[config.mk]
export PLATFORM = sky130hd
export DESIGN_NAME = adder_stream_scoreboard_flat
export DESIGN_NICKNAME = d
export VERILOG_FILES = /design/src/rtl/adder_stream_scoreboard_if.sv /design/src/rtl/adder_stream_scoreboard.sv /design/src/flat_wrapper.sv
export SDC_FILE = /design/constraint.sdc
export NUM_CORES = 1
export LEC_CHECK = 0
export CAP_MARGIN = 0
export CORE_ASPECT_RATIO = 0.5
export CORE_MARGIN = 1.5
export CORE_UTILIZATION = 65
export CTS_BUF_LIST = sky130_fd_sc_hd__clkbuf_2 sky130_fd_sc_hd__clkbuf_4 sky130_fd_sc_hd__clkbuf_8
export CTS_CLUSTER_SIZE = 20
export DETAILED_ROUTE_END_ITERATION = 7
export DONT_BUFFER_PORTS = 1
export PLACE_DENSITY = 0.8
export SYNTH_ARGS = -nofsm -noshare
export SYNTH_HDL_FRONTEND = slang
export SYNTH_SLANG_ARGS = --single-unit
[constraint.sdc]
create_clock -name clk -period 7.2 [get_ports clk]
set_input_delay 0.36 -clock clk [delete_from_list [all_inputs] [get_ports clk]]
set_output_delay 0.36 -clock clk [all_outputs]
set_load 0.1 [all_outputs]
[src/rtl/adder_stream_scoreboard_if.sv]
// -----------------------------------------------------------------------------
// adder_stream_scoreboard_if
//   Monitor-side bundle of a pipelined N-bit adder. It carries the input beats
//   the adder accepted and the result beats it produced.
//
//   in_valid / in_a / in_b / in_cin    : input beat accepted by the adder
//   out_valid / out_sum / out_cout     : result beat produced by the adder
//
//   master : the side that drives the beats (adder monitor or testbench)
//   slave  : the side that observes them (the scoreboard)
// -----------------------------------------------------------------------------
interface adder_stream_scoreboard_if #(
  parameter int WIDTH = 4
);
  logic             in_valid;
  logic [WIDTH-1:0] in_a;
  logic [WIDTH-1:0] in_b;
  logic             in_cin;
  logic             out_valid;
  logic [WIDTH-1:0] out_sum;
  logic             out_cout;

  modport master (
    output in_valid, in_a, in_b, in_cin,
    output out_valid, out_sum, out_cout
  );

  modport slave (
    input in_valid, in_a, in_b, in_cin,
    input out_valid, out_sum, out_cout
  );
endinterface

[src/rtl/adder_stream_scoreboard.sv]
// -----------------------------------------------------------------------------
// adder_stream_scoreboard
//   In-order scoreboard for a pipelined adder with carry-in/carry-out. Every
//   accepted input pair is turned into its expected {cout, sum} and queued.
//   Each output beat is compared against the queue head. Pass/fail counts
//   saturate. Protocol faults are flagged: output with an empty queue, push
//   into a full queue, and a head that waits too long for its result.
//
//   clk, rst        : rising-edge clock, synchronous active-high reset
//   mon             : monitored beats (slave modport)
//   exp_count       : entries currently queued
//   exp_full        : queue holds DEPTH entries
//   pass_cnt        : matched beats (saturating)
//   fail_cnt        : failed checks of any kind (saturating)
//   mismatch        : one-cycle pulse for a cycle that had any failed check
//   err             : sticky error flag
//   err_code        : first error cause (1 data, 2 unexpected, 3 overflow,
//                     4 timeout)
//   halted          : checking frozen after the first error (STOP_ON_ERR=1)
// -----------------------------------------------------------------------------
module adder_stream_scoreboard #(
  parameter int WIDTH       = 4,
  parameter int DEPTH       = 8,
  parameter int MAX_LAT     = 16,
  parameter bit STOP_ON_ERR = 1'b0
) (
  input  logic                     clk,
  input  logic                     rst,
  adder_stream_scoreboard_if.slave mon,
  output logic [$clog2(DEPTH):0]   exp_count,
  output logic                     exp_full,
  output logic [15:0]              pass_cnt,
  output logic [15:0]              fail_cnt,
  output logic                     mismatch,
  output logic                     err,
  output logic [2:0]               err_code,
  output logic                     halted
);
  localparam int PTR_W = $clog2(DEPTH);
  localparam int CNT_W = PTR_W + 1;
  localparam int TMR_W = $clog2(MAX_LAT + 1);

  localparam logic [CNT_W-1:0] FULL_CNT = CNT_W'(DEPTH);
  localparam logic [TMR_W-1:0] MAX_AGE  = TMR_W'(MAX_LAT);

  localparam logic [1:0] ST_IDLE   = 2'd0;
  localparam logic [1:0] ST_ACTIVE = 2'd1;
  localparam logic [1:0] ST_HALT   = 2'd2;

  localparam logic [2:0] E_NONE  = 3'd0;
  localparam logic [2:0] E_DATA  = 3'd1;
  localparam logic [2:0] E_UNEXP = 3'd2;
  localparam logic [2:0] E_OVF   = 3'd3;
  localparam logic [2:0] E_TMO   = 3'd4;

  logic [WIDTH:0]   mem [DEPTH];
  logic [PTR_W-1:0] wr_ptr;
  logic [PTR_W-1:0] rd_ptr;
  logic [TMR_W-1:0] age;
  logic [1:0]       state;

  logic             run;
  logic             empty;
  logic             full;
  logic             pop;
  logic             push;
  logic             drop_head;
  logic             data_ok;
  logic             data_err;
  logic             unexp;
  logic             overflow;
  logic             timeout;
  logic [1:0]       n_fail;
  logic [2:0]       first_code;
  logic [CNT_W-1:0] count_next;
  logic [1:0]       state_next;
  logic [WIDTH:0]   push_val;
  logic [WIDTH:0]   act_val;
  logic [16:0]      fail_sum;

  assign run   = (state != ST_HALT);
  assign empty = (exp_count == '0);
  assign full  = (exp_count == FULL_CNT);

  // Full-width sum: the carry-out lands in the top bit.
  assign push_val = {1'b0, mon.in_a} + {1'b0, mon.in_b} + (WIDTH+1)'(mon.in_cin);
  assign act_val  = {mon.out_cout, mon.out_sum};

  // NOTE: every signal gets a default before any branch so no path can
  // leave it holding its old value, which would infer a latch.
  always_comb begin
    pop        = run && mon.out_valid && !empty;
    unexp      = run && mon.out_valid && empty;
    data_err   = pop && (act_val != mem[rd_ptr]);
    data_ok    = pop && !data_err;
    // A real pop in the same cycle wins over the age limit.
    timeout    = run && !empty && !pop && (age == MAX_AGE);
    // A timeout discard does not make room for a same-cycle push.
    overflow   = run && mon.in_valid && full && !pop;
    push       = run && mon.in_valid && !overflow;
    drop_head  = pop || timeout;
    n_fail     = 2'(data_err) + 2'(unexp) + 2'(overflow) + 2'(timeout);
    count_next = exp_count + CNT_W'(push) - CNT_W'(drop_head);
    fail_sum   = {1'b0, fail_cnt} + 17'(n_fail);

    first_code = E_NONE;
    if (data_err)      first_code = E_DATA;
    else if (unexp)    first_code = E_UNEXP;
    else if (overflow) first_code = E_OVF;
    else if (timeout)  first_code = E_TMO;

    if (STOP_ON_ERR && (n_fail != 2'd0)) state_next = ST_HALT;
    else if (count_next != '0)           state_next = ST_ACTIVE;
    else                                 state_next = ST_IDLE;
  end

  // NOTE: the queue storage is deliberately not reset; count and pointers
  // alone decide which entries are live.
  always_ff @(posedge clk) begin
    if (!rst && push) mem[wr_ptr] <= push_val;
  end

  // NOTE: non-blocking assignments so every flop samples pre-edge values
  // no matter how the statements below are ordered.
  always_ff @(posedge clk) begin
    if (rst) begin
      wr_ptr    <= '0;
      rd_ptr    <= '0;
      age       <= '0;
      state     <= ST_IDLE;
      exp_count <= '0;
      exp_full  <= 1'b0;
      pass_cnt  <= '0;
      fail_cnt  <= '0;
      mismatch  <= 1'b0;
      err       <= 1'b0;
      err_code  <= E_NONE;
      halted    <= 1'b0;
    end else if (run) begin
      if (push)      wr_ptr <= wr_ptr + 1'b1;
      if (drop_head) rd_ptr <= rd_ptr + 1'b1;
      exp_count <= count_next;
      exp_full  <= (count_next == FULL_CNT);
      // Age of the current head: restarts on every pop and while empty.
      age       <= (drop_head || count_next == '0) ? '0 : age + 1'b1;
      if (data_ok && pass_cnt != 16'hFFFF) pass_cnt <= pass_cnt + 16'd1;
      fail_cnt  <= fail_sum[16] ? 16'hFFFF : fail_sum[15:0];
      mismatch  <= (n_fail != 2'd0);
      if (n_fail != 2'd0 && !err) begin
        err      <= 1'b1;
        err_code <= first_code;
      end
      state     <= state_next;
      halted    <= (state_next == ST_HALT);
    end else begin
      // Frozen: only the pulse output falls back.
      mismatch <= 1'b0;
    end
  end
endmodule

[src/flat_wrapper.sv]
// flat-port wrapper written by rule: the top's interface ports become plain ports
module adder_stream_scoreboard_flat 
#(
  parameter int WIDTH       = 4,
  parameter int DEPTH       = 8,
  parameter int MAX_LAT     = 16,
  parameter bit STOP_ON_ERR = 1'b0
)
  (clk, rst, exp_count, exp_full, pass_cnt, fail_cnt, mismatch, err, err_code, halted, mon_in_valid, mon_in_a, mon_in_b, mon_in_cin, mon_out_valid, mon_out_sum, mon_out_cout);
  adder_stream_scoreboard_if #(.WIDTH(WIDTH)) mon_i ();
  input  logic clk;
  input  logic rst;
  output logic [$clog2(DEPTH):0] exp_count;
  output logic exp_full;
  output logic [15:0] pass_cnt;
  output logic [15:0] fail_cnt;
  output logic mismatch;
  output logic err;
  output logic [2:0] err_code;
  output logic halted;
  input wire logic [$bits(mon_i.in_valid)-1:0] mon_in_valid;
  input wire logic [$bits(mon_i.in_a)-1:0] mon_in_a;
  input wire logic [$bits(mon_i.in_b)-1:0] mon_in_b;
  input wire logic [$bits(mon_i.in_cin)-1:0] mon_in_cin;
  input wire logic [$bits(mon_i.out_valid)-1:0] mon_out_valid;
  input wire logic [$bits(mon_i.out_sum)-1:0] mon_out_sum;
  input wire logic [$bits(mon_i.out_cout)-1:0] mon_out_cout;
  assign mon_i.in_valid = mon_in_valid;
  assign mon_i.in_a = mon_in_a;
  assign mon_i.in_b = mon_in_b;
  assign mon_i.in_cin = mon_in_cin;
  assign mon_i.out_valid = mon_out_valid;
  assign mon_i.out_sum = mon_out_sum;
  assign mon_i.out_cout = mon_out_cout;
  adder_stream_scoreboard #(.WIDTH(WIDTH), .DEPTH(DEPTH), .MAX_LAT(MAX_LAT), .STOP_ON_ERR(STOP_ON_ERR)) u_core (.clk(clk), .rst(rst), .mon(mon_i), .exp_count(exp_count), .exp_full(exp_full), .pass_cnt(pass_cnt), .fail_cnt(fail_cnt), .mismatch(mismatch), .err(err), .err_code(err_code), .halted(halted));
endmodule
==> results.yml <==
global_route:
  antenna_found_initial: 0
  first_global_vias: 2810
  grt_overflow: 0
  largest_net_degree_at_the_start_of_global_routing: 52
  grt_first_pass_wirelength_mm: 13.2
  gr-usage-all-layers_pct: 24.3
worst_setup_path:
  critPathCaptureType: "register"
  worst-endpoint-arrival_ns: 5.72
  path_max_fanout: 15
  crit_path_start_kind: "register"
  timing.setup.critical_path_class: "register to register"
  required_time_at_the_worst_slack_endpoint_ns: 7.48
floorplanning:
  io_pins: 61
  design.die.area_um2: 7240
  initial_core_util_pct: 69.5
  rows: 20
  fp.coreArea_um2: 6280
  dieHeight_um: 60.9
  fp.dieW_um: 119
power_and_ir_drop:
  power-per-cell-area_nw_per_um2: 334
  p_comb_share_pct: 22.1
  p_sw_w: 0.000604
  power.switching_fraction_pct: 39.3
  worst_ir_drop_vdd_uv: 188
  leakage_nw: 1.62
  seq_power_share_pct: 55.5
  power.clock.fraction_pct: 22.4
  total_power_w: 0.00154
  internal_power_w: 0.000934
sta:
  post-route-min-period_ns: 5.44
  worst-slew-pin-transition_ns: 1.13
  final_hold_violation_count: 0
  totalNegativeSetupSlack_ns: 0
  grt_setup_unrepaired: "no"
  clock_skew_ns: 0.00605
  slew_headroom_pct: 23.9
  hold_ws_ns: 0.0561
  final_min_period_over_clock_period_pct: 75.5
  maxSlewViolCount: 0
  report.final.setup_viol: 0
  final.setup.worst_slack_ns: 1.76
  clock.fmax_mhz: 184
yosys:
  synth_mux_area_share_pct: 7.45
  synth.avg_cell_area_um2: 11.0
  synth_top_family_by_area: "simple AND/OR/NAND/NOR gates"
  post_synth_edffs: 40
  ys_types: 39
  synth_async_sr_flop_share_pct: 0
  syn_inst: 396
  mappedNetlistNets: 437
  yosys.area_share.xor_xnor_pct: 6.62
  ys_warn_count: 0
  synth-main-ff-cell: "sky130_fd_sc_hd__dfxtp_1"
  synth-simple-area-share_pct: 14.0
  postSynthRegisterBits: 96
  synth_top_area_cell: "sky130_fd_sc_hd__edfxtp_1"
  mappedNetlistArea_um2: 4360
  synth-compound-area-share_pct: 7.05
  synth-adder-area-share_pct: 7.45
  synth-seq-area-share_pct: 53.2
  synth.top_cells.by_area: "sky130_fd_sc_hd__edfxtp_1 28%, sky130_fd_sc_hd__dfxtp_1 26%, sky130_fd_sc_hd__ha_1 5.2%"
  share_of_the_synthesized_area_in_the_top_cell_type_pct: 27.5
drt:
  drt_wl_total_mm: 8.09
  detail_route.iter0.violations: 191
  final_antenna_net_count: 0
  vias_per_cell: 5.87
  drcViolationCount: 0
  post_drt_wl_per_cell_um: 16.6
  firstDrtPassIters: 4
  via_count: 2863
place:
  dp_worst_setup_slack_ns: 1.81
  count_of_port_buffers_added_during_placement: 0
  gpl.final_weighted_congestion: 0.793
  place_hpwl_mm: 5.91
min_path:
  holdCritPathClass: "input port to register"
final_layout:
  number_of_diodes: 0
  syn2layout_area_growth_pct: 5.50
  most_common_cell_after_layout_fill_and_taps_aside: "sky130_fd_sc_hd__dfxtp_1"
  regArea_um2: 2320
  finish.net_count: 436
  n_fill_cell: 451
  most_used_cells_in_the_layout_excluding_fill_and_tap_cells: "56 x sky130_fd_sc_hd__dfxtp_1, 40 x sky130_fd_sc_hd__edfxtp_1, 38 x sky130_fd_sc_hd__nor2_1, 28 x sky130_fd_sc_hd__inv_1, 27 x sky130_fd_sc_hd__a21oi_1"
  multi_input_logic_area_um2: 1860
  final_layout_size_suffix_gt1_share_pct: 6.00
status:
  run_status: "finished, final reports clean"
clocking:
  cts.reportedPaths.clkPinSlew_ns: 0.09
  tritoncts: "yes"
  ctsLongestPathBuffers: 2
  cts-resized-gates: 0
  htree_levels: 3
  clock_sink_count: 96
  cts_hold_buffers: 0
  clk-insertion-delay-late_ns: 0.36
  cts.root.buffer_cell: "sky130_fd_sc_hd__clkbuf_8"
  post_cts.repair.setup_buffers: 0
  numCtsBuffers: 9
job:
  maxCapViolations: 0
[power groups by stage]
stage	logic [W]	registers (W)	clock network (W)
after floorplan	0.000298	0.000834	0
after global placement	0.000314	0.000864	0
after detailed placement	0.000340	0.000867	0
after CTS	0.000343	0.000855	0.000352
after global routing	0.000392	0.000864	0.000373
final	0.000340	0.000854	0.000344
[final timing paths]
kind	start	endpoint	slack, ns	cells past startpoint
worst min register to register	u_core.age[0]	u_core.age[0]	0.47	1
worst min-delay path	rst	u_core.exp_count[1]	0.06	1
worst max register to register	register	u_core.fail_cnt[0]	1.76	15
worst max-delay path	register	u_core.fail_cnt[0]	1.76	15
[sequential cells by signal, indices dropped and copies added, names as in the netlist, named ones only]
| name | count |
|---|---|
| u_core.mem | 40 |
| u_core.fail_cnt | 16 |
| u_core.pass_cnt | 16 |
| u_core.age | 5 |
| u_core.exp_count | 4 |
| u_core.err_code | 3 |
| u_core.rd_ptr | 3 |
| u_core.wr_ptr | 3 |
| u_core.err | 1 |
| u_core.exp_full | 1 |
| u_core.mismatch | 1 |
[cells by family (layout without fill, tap and decap cells)]
family | count (synthesis) | in the layout
AO/OA/AOI/OAI | 53 | 53
buffers and inverters | 41 | 45
AND/OR/NAND/NOR | 124 | 124
XOR/XNOR | 33 | 33
flip-flops | 96 | 96
other | 1 | 1
adder cells (fa/ha/maj) | 23 | 23
multiplexers | 25 | 25
[cells in the mapped netlist (all sizes together), types with 6 or more instances]
cell / instances
a21oi: 27
buf: 6
clkbuf: 7
dfxtp: 56
edfxtp: 40
ha: 18
inv: 28
mux2i: 19
mux4: 6
nand2: 23
nand3: 17
nand4: 11
nor2: 38
nor3: 8
o21ai: 11
or3: 7
xnor2: 17
xor2: 16
[cell type report]
type | instances | share of cell area [%]
clock buffer | 9 | 2.69
clock inverter | 7 | 1.58
inverter | 28 | 2.28
multi-input combinational | 259 | 40.5
sequential | 96 | 50.4
tap | 88 | 2.39
timing repair buffer | 1 | 0.163
[worst max-delay path, stage by stage, from the launching register on]
cell and delay, ns:
sky130_fd_sc_hd__dfxtp_1 0.91, sky130_fd_sc_hd__mux2i_1 0.22, sky130_fd_sc_hd__mux4_2 0.52, sky130_fd_sc_hd__xor2_1 0.21, sky130_fd_sc_hd__nand3_1 0.28, sky130_fd_sc_hd__o21ai_0 0.38, sky130_fd_sc_hd__inv_1 0.09, sky130_fd_sc_hd__fa_1 0.50
sky130_fd_sc_hd__ha_1 0.17, sky130_fd_sc_hd__xor2_1 0.36, sky130_fd_sc_hd__fa_1 0.33, sky130_fd_sc_hd__nand4_1 0.17, sky130_fd_sc_hd__nor2_1 0.29, sky130_fd_sc_hd__and3_1 0.23, sky130_fd_sc_hd__nand3_1 0.37, sky130_fd_sc_hd__a21oi_1 0.30
[per-stage QoR]
| step | std cells | util [%] | area (um2) |
|---|---|---|---|
| 2_1_floorplan | 396 | - | 4360 |
| 3_3_place_gp | 472 | 70.2 | 4410 |
| 3_5_place_dp | 472 | 70.2 | 4410 |
| 4_1_cts | 488 | 73.3 | 4600 |
| 5_1_grt | 488 | 73.3 | 4600 |
| 6_report | 488 | 73.3 | 4600 |
[routing by layer]
metal	up-vias	GRT usage, %	wire length (um)
li1	1405	-	-
met1	1376	29.0	3540
met2	71	42.2	3920
met3	11	8.93	513
met4	0	8.95	117
met5	-	0	0
(Power assumes the default switching activity.)
